**config.mk**
```make
export PLATFORM = sky130hd
export DESIGN_NAME = hilo_muldiv_unit_flat
export DESIGN_NICKNAME = d
export VERILOG_FILES = /design/src/rtl/hilo_muldiv_if.sv /design/src/rtl/hilo_muldiv_unit.sv /design/src/flat_wrapper.sv
export SDC_FILE = /design/constraint.sdc
export NUM_CORES = 1
export LEC_CHECK = 0
export CAP_MARGIN = 10
export CORE_UTILIZATION = 38
export CTS_CLUSTER_SIZE = 40
export DETAILED_ROUTE_END_ITERATION = 16
export GPL_ROUTABILITY_DRIVEN = 0
export GPL_TIMING_DRIVEN = 0
export PLACE_DENSITY = 0.64
export SLEW_MARGIN = 30
export SYNTH_ARGS = -nofsm -noshare
export SYNTH_HDL_FRONTEND = slang
export SYNTH_SLANG_ARGS = --single-unit
```
**constraint.sdc**
```tcl
create_clock -name clk -period 10.6 [get_ports clk]
set_clock_uncertainty 0.05 [all_clocks]
set_input_delay 1.59 -clock clk [delete_from_list [all_inputs] [get_ports clk]]
set_output_delay 1.59 -clock clk [all_outputs]
set_load 0.1 [all_outputs]
```
**src/rtl/hilo_muldiv_if.sv**
```systemverilog
// Handshake and result bus between the EX stage and the HI/LO multiply/divide unit.
interface hilo_muldiv_if #(parameter int unsigned WIDTH = 32);
  logic             start;
  logic [2:0]       op;
  logic [WIDTH-1:0] a;
  logic [WIDTH-1:0] b;
  logic             cancel;
  logic             busy;
  logic             done;
  logic             div_by_zero;
  logic [WIDTH-1:0] hi;
  logic [WIDTH-1:0] lo;

  modport master (output start, op, a, b, cancel,
                  input  busy, done, div_by_zero, hi, lo);
  modport slave  (input  start, op, a, b, cancel,
                  output busy, done, div_by_zero, hi, lo);
endinterface

```
**src/rtl/hilo_muldiv_unit.sv**
```systemverilog
// Iterative MULT/MULTU/DIV/DIVU unit with architectural HI/LO registers and MTHI/MTLO moves.
// One multiplier/quotient bit per cycle; signed ops run on magnitudes and fix the sign at the end.
module hilo_muldiv_unit #(
  parameter int unsigned WIDTH = 32
) (
  input  logic          clk,
  input  logic          rst_n,
  hilo_muldiv_if.slave  bus
);
  localparam int unsigned CW = $clog2(WIDTH);
  localparam logic [CW-1:0] LAST = CW'(WIDTH - 1);

  typedef enum logic [1:0] {IDLE, MUL, DIV, DONE} state_t;

  state_t             state;
  logic [CW-1:0]      cnt;
  logic [2*WIDTH-1:0] acc;
  logic [WIDTH-1:0]   opnd;
  logic               neg_lo;
  logic               neg_hi;
  logic [WIDTH-1:0]   hi_q;
  logic [WIDTH-1:0]   lo_q;
  logic               busy_q;
  logic               done_q;
  logic               dbz_q;

  logic               sgn;
  logic [WIDTH-1:0]   mag_a;
  logic [WIDTH-1:0]   mag_b;
  logic [WIDTH:0]     mul_sum;
  logic [2*WIDTH-1:0] mul_next;
  logic [2*WIDTH-1:0] prod_fin;
  logic [WIDTH:0]     rem_sh;
  logic [WIDTH:0]     div_diff;
  logic [2*WIDTH-1:0] div_next;
  logic [WIDTH-1:0]   quo_fin;
  logic [WIDTH-1:0]   rem_fin;

  always_comb begin
    sgn   = (bus.op == 3'd0) || (bus.op == 3'd2);
    mag_a = (sgn && bus.a[WIDTH-1]) ? -bus.a : bus.a;
    mag_b = (sgn && bus.b[WIDTH-1]) ? -bus.b : bus.b;

    // acc = {partial high product, remaining multiplier bits}; shifts right each cycle
    mul_sum  = {1'b0, acc[2*WIDTH-1:WIDTH]} + {1'b0, opnd};
    mul_next = acc[0] ? {mul_sum, acc[WIDTH-1:1]} : {1'b0, acc[2*WIDTH-1:1]};
    prod_fin = neg_lo ? -mul_next : mul_next;

    // acc = {partial remainder, dividend bits shifting out / quotient bits shifting in}
    rem_sh   = {acc[2*WIDTH-1:WIDTH], acc[WIDTH-1]};
    div_diff = rem_sh - {1'b0, opnd};
    div_next = div_diff[WIDTH] ? {rem_sh[WIDTH-1:0], acc[WIDTH-2:0], 1'b0}
                               : {div_diff[WIDTH-1:0], acc[WIDTH-2:0], 1'b1};
    quo_fin  = neg_lo ? -div_next[WIDTH-1:0] : div_next[WIDTH-1:0];
    rem_fin  = neg_hi ? -div_next[2*WIDTH-1:WIDTH] : div_next[2*WIDTH-1:WIDTH];
  end

  always_ff @(posedge clk or negedge rst_n) begin
    if (!rst_n) begin
      state  <= IDLE;
      cnt    <= '0;
      acc    <= '0;
      opnd   <= '0;
      neg_lo <= 1'b0;
      neg_hi <= 1'b0;
      hi_q   <= '0;
      lo_q   <= '0;
      busy_q <= 1'b0;
      done_q <= 1'b0;
      dbz_q  <= 1'b0;
    end else begin
      done_q <= 1'b0;
      dbz_q  <= 1'b0;
      if (bus.cancel) begin
        state  <= IDLE;
        busy_q <= 1'b0;
      end else begin
        case (state)
          IDLE, DONE: begin
            state  <= IDLE;
            busy_q <= 1'b0;
            if (bus.start) begin
              case (bus.op)
                3'd0, 3'd1: begin
                  state  <= MUL;
                  busy_q <= 1'b1;
                  cnt    <= '0;
                  acc    <= {{WIDTH{1'b0}}, mag_b};
                  opnd   <= mag_a;
                  neg_lo <= sgn && (bus.a[WIDTH-1] ^ bus.b[WIDTH-1]);
                  neg_hi <= 1'b0;
                end
                3'd2, 3'd3: begin
                  if (bus.b == '0) begin
                    state  <= DONE;
                    done_q <= 1'b1;
                    dbz_q  <= 1'b1;
                  end else begin
                    state  <= DIV;
                    busy_q <= 1'b1;
                    cnt    <= '0;
                    acc    <= {{WIDTH{1'b0}}, mag_a};
                    opnd   <= mag_b;
                    neg_lo <= sgn && (bus.a[WIDTH-1] ^ bus.b[WIDTH-1]);
                    neg_hi <= sgn && bus.a[WIDTH-1];
                  end
                end
                3'd4:    hi_q <= bus.a;
                3'd5:    lo_q <= bus.a;
                default: ;
              endcase
            end
          end
          MUL: begin
            acc <= mul_next;
            cnt <= cnt + 1'b1;
            if (cnt == LAST) begin
              state  <= DONE;
              busy_q <= 1'b0;
              done_q <= 1'b1;
              hi_q   <= prod_fin[2*WIDTH-1:WIDTH];
              lo_q   <= prod_fin[WIDTH-1:0];
            end
          end
          DIV: begin
            acc <= div_next;
            cnt <= cnt + 1'b1;
            if (cnt == LAST) begin
              state  <= DONE;
              busy_q <= 1'b0;
              done_q <= 1'b1;
              hi_q   <= rem_fin;
              lo_q   <= quo_fin;
            end
          end
          default: state <= IDLE;
        endcase
      end
    end
  end

  assign bus.busy        = busy_q;
  assign bus.done        = done_q;
  assign bus.div_by_zero = dbz_q;
  assign bus.hi          = hi_q;
  assign bus.lo          = lo_q;
endmodule

```
**src/flat_wrapper.sv**
```systemverilog
// flat-port wrapper written by rule: the top's interface ports become plain ports
module hilo_muldiv_unit_flat 
#(
  parameter int unsigned WIDTH = 32
)
  (clk, rst_n, bus_start, bus_op, bus_a, bus_b, bus_cancel, bus_busy, bus_done, bus_div_by_zero, bus_hi, bus_lo);
  hilo_muldiv_if #(.WIDTH(WIDTH)) bus_i ();
  input  logic clk;
  input  logic rst_n;
  input wire logic [$bits(bus_i.start)-1:0] bus_start;
  input wire logic [$bits(bus_i.op)-1:0] bus_op;
  input wire logic [$bits(bus_i.a)-1:0] bus_a;
  input wire logic [$bits(bus_i.b)-1:0] bus_b;
  input wire logic [$bits(bus_i.cancel)-1:0] bus_cancel;
  output wire logic [$bits(bus_i.busy)-1:0] bus_busy;
  output wire logic [$bits(bus_i.done)-1:0] bus_done;
  output wire logic [$bits(bus_i.div_by_zero)-1:0] bus_div_by_zero;
  output wire logic [$bits(bus_i.hi)-1:0] bus_hi;
  output wire logic [$bits(bus_i.lo)-1:0] bus_lo;
  assign bus_i.start = bus_start;
  assign bus_i.op = bus_op;
  assign bus_i.a = bus_a;
  assign bus_i.b = bus_b;
  assign bus_i.cancel = bus_cancel;
  assign bus_busy = bus_i.busy;
  assign bus_done = bus_i.done;
  assign bus_div_by_zero = bus_i.div_by_zero;
  assign bus_hi = bus_i.hi;
  assign bus_lo = bus_i.lo;
  hilo_muldiv_unit #(.WIDTH(WIDTH)) u_core (.clk(clk), .rst_n(rst_n), .bus(bus_i));
endmodule
```
==> results.txt <==
* First-iteration detailed-routing DRC count: 2616
- The first detailed-routing pass took 7 iterations.
- The critical path goes through inv_1 > ha_1 > inv_1 > fa_1 > a211oi_2 > o211ai_1 > nand4_1 > a211oi_2 > o21a_2 > nor2_1 > inv_1 > clkbuf_8 > clkbuf_1 > clkbuf_1 > mux2i_1 > ha_1 > nand3b_1 > or4_2 > o41ai_1 > nand4_1 > o21ai_0 > xnor2_1 > a221oi_1 > a211oi_1.
- Height of the chip: 218.8 um
- Kind of end point of the critical path: flip-flop
* Run status: finished, final reports clean
* Final count of pins violating max slew: 0
- Top sig layer: met4
* Post-layout nets: 2675
* Clock Tree Root: clkbuf_16
- Dividing total power by cell area gives a power density of 217.3 nW/um2.
- Yosys warning count: 0
- Row cnt: 79
- Proportion of synthesized chip area in sequential cells: 24.09%
* Final design area excluding fillers: 20680 um2
- Clock-pin slew was measured on the worst setup and hold paths at 0.07 ns.
- After filler insertion, the fill cell instance count of the layout stands at 4656.
- For the pin with the worst max-slew slack, the measured transition is 1.093 ns.
- DIE WIDTH: 218.8 um
- Based on the critical path, the design can be clocked at up to 0.1348 GHz.
- Highest-delay cell along the critical path: or4_2
- After layout, the worst path uses 69.99% of the clock period.
- Count of unique library cells instantiated by Yosys: 94
- Yosys mapped a number of flops with a built-in enable equal to 0.
- Length of routed met2 wiring: 34320 um
- In this design, the largest share of critical-path delay is due to compound AO/OA/AOI/OAI gates.
- Destination of the worst register-to-register timing path: u_core.bus.hi[26]
* Per-cell routed wire length: 25.34 um
- At the later pin of the worst-skew pair, clock insertion delay measures 0.47 ns.
- Number of buffers created by CTS: 17
- Final worst path period need: 7.419 ns
* Most common library cell in the layout ignoring fill and taps: nand2_1
- Post-CTS setup repair buffer count: 0
- After legalization and detailed placement, the total HPWL measured 64020 um.
* Crit-path max cell delay: 0.74 ns
- Layout cells sized above 1: 3.777%
* Overall Global Routing Usage: 32.76%
- In the synthesized netlist the async set-or-reset flop fraction comes to 100.0%.
* FF-to-FF setup slack: 3.18 ns
* Average cell area after synthesis: 7.536 um2
* Clock buffer depth: 2
- # hold bufs at CTS: 0
- Detail-routed via count per cell: 6.442
* Dominant cell type by count on the critical path: inv_1
- Data on the critical path is required at its endpoint by 10.88 ns.
* Endpoint of the worst hold path: u_core.bus.hi[5]
- Compared with the post-synthesis result, the final layout area differs by 15.72%.
* Max-capacitance violation count: 0
* CORE AREA: 46460 um2
- The worst setup path is launched from a flip-flop.
- Across all layers, the routed design uses 20290 vias.
- Once the floorplan was initialized, standard cells occupied 38.46% of the core.
- Synthesis produced a netlist with a net count of 2517.
- Amount of wire on met3 after detailed routing: 9214 um
* Number of input and output port buffers inserted: 137
- The initial antenna violation count was 0.
* Die outline area: 47890 um2
- Total of endpoints with negative setup slack in the final report: 0
- WHS Path Cells: 2
- Maximum number of pins on one net before global-route repair: 88
- The analysis attributes to cell leakage a power of 0.008343 uW.
- Adding up every negative setup slack in the final design gives 0 ns.
- Number of remaining DRC errors: 0
- Number of sinks handled by clock tree synthesis: 172
- The H-tree was split into 4 levels.
- IR analysis of the VDD net gives a maximum drop of 191.6 uV.
- The worst register-to-register path has a depth of 24.
* FF+latch count, synth: 172
- First-pass GRT wire length: 117500 um
- The critical path in this run is classified as reg2reg.
- Tightest slew margin relative to the limit: 25.99%
- Post-cts repair resize count: 0
- Netlist area before placement: 17870 um2
- The detailed router put a total of 30180 um of wire on met1.
- IO Pins: 138
- Tracing the worst setup path back leads to its startpoint at u_core.acc[31].
* Maximum fanout encountered on the critical timing path: 10
- Data arrival time of the critical path: 7.70 ns
- The top cell types in the final layout, fill and taps aside, are nand2_1 (324), o21ai_0 (196), dfrtp_1 (172).
* Gate count of the mapped netlist: 2371
- Buf/Inv on CP: 6
- Number of global-route vias before repair: 19240
* Hold Fails Final Rpt: 0
- Count of antenna diodes in the layout: 0
- Final Core Density: 44.51%
- Antenna viol nets, final: 0
- The path class of the tightest hold or removal check is reg2reg.
- Setup repair after global routing missed its margin: no
* Startpoint of the worst hold path: u_core.bus.hi[5]
* R2R Path Start: u_core.acc[31]
* Most used flip-flop cell after synthesis: dfrtp_1
* Aggregate global routing overflow: 0
* Clock tree from TritonCTS: done
- The routed design has 79780 um of wire.
* Placement-stage cell area: 20060 um2
==> sequential cells by signal, indices dropped and copies added (netlist names) <==
name / flops
u_core.state: 2
u_core.bus.div_by_zero: 1
u_core.neg_hi: 1
u_core.bus.busy: 1
u_core.cnt: 5
u_core.neg_lo: 1
u_core.bus.done: 1
u_core.opnd: 32
u_core.bus.hi: 32
u_core.acc: 64
u_core.bus.lo: 32
==> layout make-up <==
type	instances	area [um2]	area share (%)
multi-input cells	1942	12570	60.80
flip-flops and latches	172	4304	20.82
repair buffers	139	1431	6.923
well taps	607	759.5	3.673
plain buffers	183	715.7	3.461
clock buffers	20	466.7	2.257
inverters	74	277.8	1.343
clock inverters	12	148.9	0.7201
==> stage by stage <==
step                cells  total power [uW]  hold slack [ns]  setup slack [ns]
floorplan            2371              2910           0.4225             5.042
global placement     3115              3704           0.4212            0.6301
detailed placement   3117              3734           0.4268             3.419
CTS                  3149              4413           0.4421             3.371
global route         3149              4651           0.4677             2.865
finish               3149              4492           0.4328             3.181
==> where the power goes <==
group	internal, uW	switching [uW]
clock	374	310
sequential	840	208
combinational	748	2010
==> routing by layer <==
| metal | global-route usage, % | vias to the layer above |
|---|---|---|
| met3 | 7.845 | 304 |
| met5 | 0 | - |
| met2 | 50.52 | 1359 |
| met1 | 40.33 | 9602 |
| li1 | - | 9022 |
| met4 | 22.38 | 0 |
==> logic make-up (layout without fill, tap and decap cells) <==
logic type               Yosys count  after routing  share of synthesized area [%]
adder cells (fa/ha/maj)           75             75                          5.336
AND/OR/NAND/NOR                  791            791                          21.06
flip-flops                       172            172                          24.09
multiplexers                      34             34                          1.961
AO/OA/AOI/OAI                    821            821                          31.16
buffers and inverters            257            428                          5.560
XOR/XNOR                         221            221                          10.83
==> how the worst max path moves through the flow <==
| stage | to | slack [ns] | depth (start not counted) |
|---|---|---|---|
| after floorplan | u_core.bus.hi[28] | 5.04 | 24 |
| after global placement | u_core.acc[62] | 0.63 | 1 |
| after detailed placement | u_core.bus.hi[26] | 3.42 | 24 |
| after CTS | u_core.bus.hi[26] | 3.37 | 24 |
| after global routing | u_core.bus.hi[26] | 2.87 | 24 |
| final | u_core.bus.hi[26] | 3.18 | 24 |
==> worst reg2reg max path: cells and delay by family (launching register included) <==
kind	cells	cell delay [ns]
AO/OA/AOI/OAI	8	2.53
XOR/XNOR	1	0.12
adder cells (fa/ha/maj)	3	0.78
buffers and inverters	6	1.44
flip-flops	1	0.55
multiplexers	1	0.36
AND/OR/NAND/NOR	5	1.47
==> cells in the mapped netlist (all sizes together), types with 26 or more instances <==
cell type | instances | area (um2)
nand2 | 325 | 1222
o21ai | 197 | 985.9
dfrtp | 172 | 4304
nor2 | 172 | 645.6
a21oi | 162 | 814.5
clkbuf | 159 | 608.1
xnor2 | 135 | 1182
xor2 | 86 | 753.2
o31ai | 79 | 598.1
inv | 74 | 277.8
ha | 73 | 913.4
a221oi | 61 | 540.5
a22oi | 43 | 322.8
nor3 | 43 | 220.2
nor2b | 41 | 256.5
o211ai | 39 | 292.8
a211oi | 35 | 277.8
a21o | 33 | 249.0
or3 | 33 | 206.5
o221ai | 29 | 254.0
mux2i | 26 | 260.3
Power figures use the tool's default switching activity.
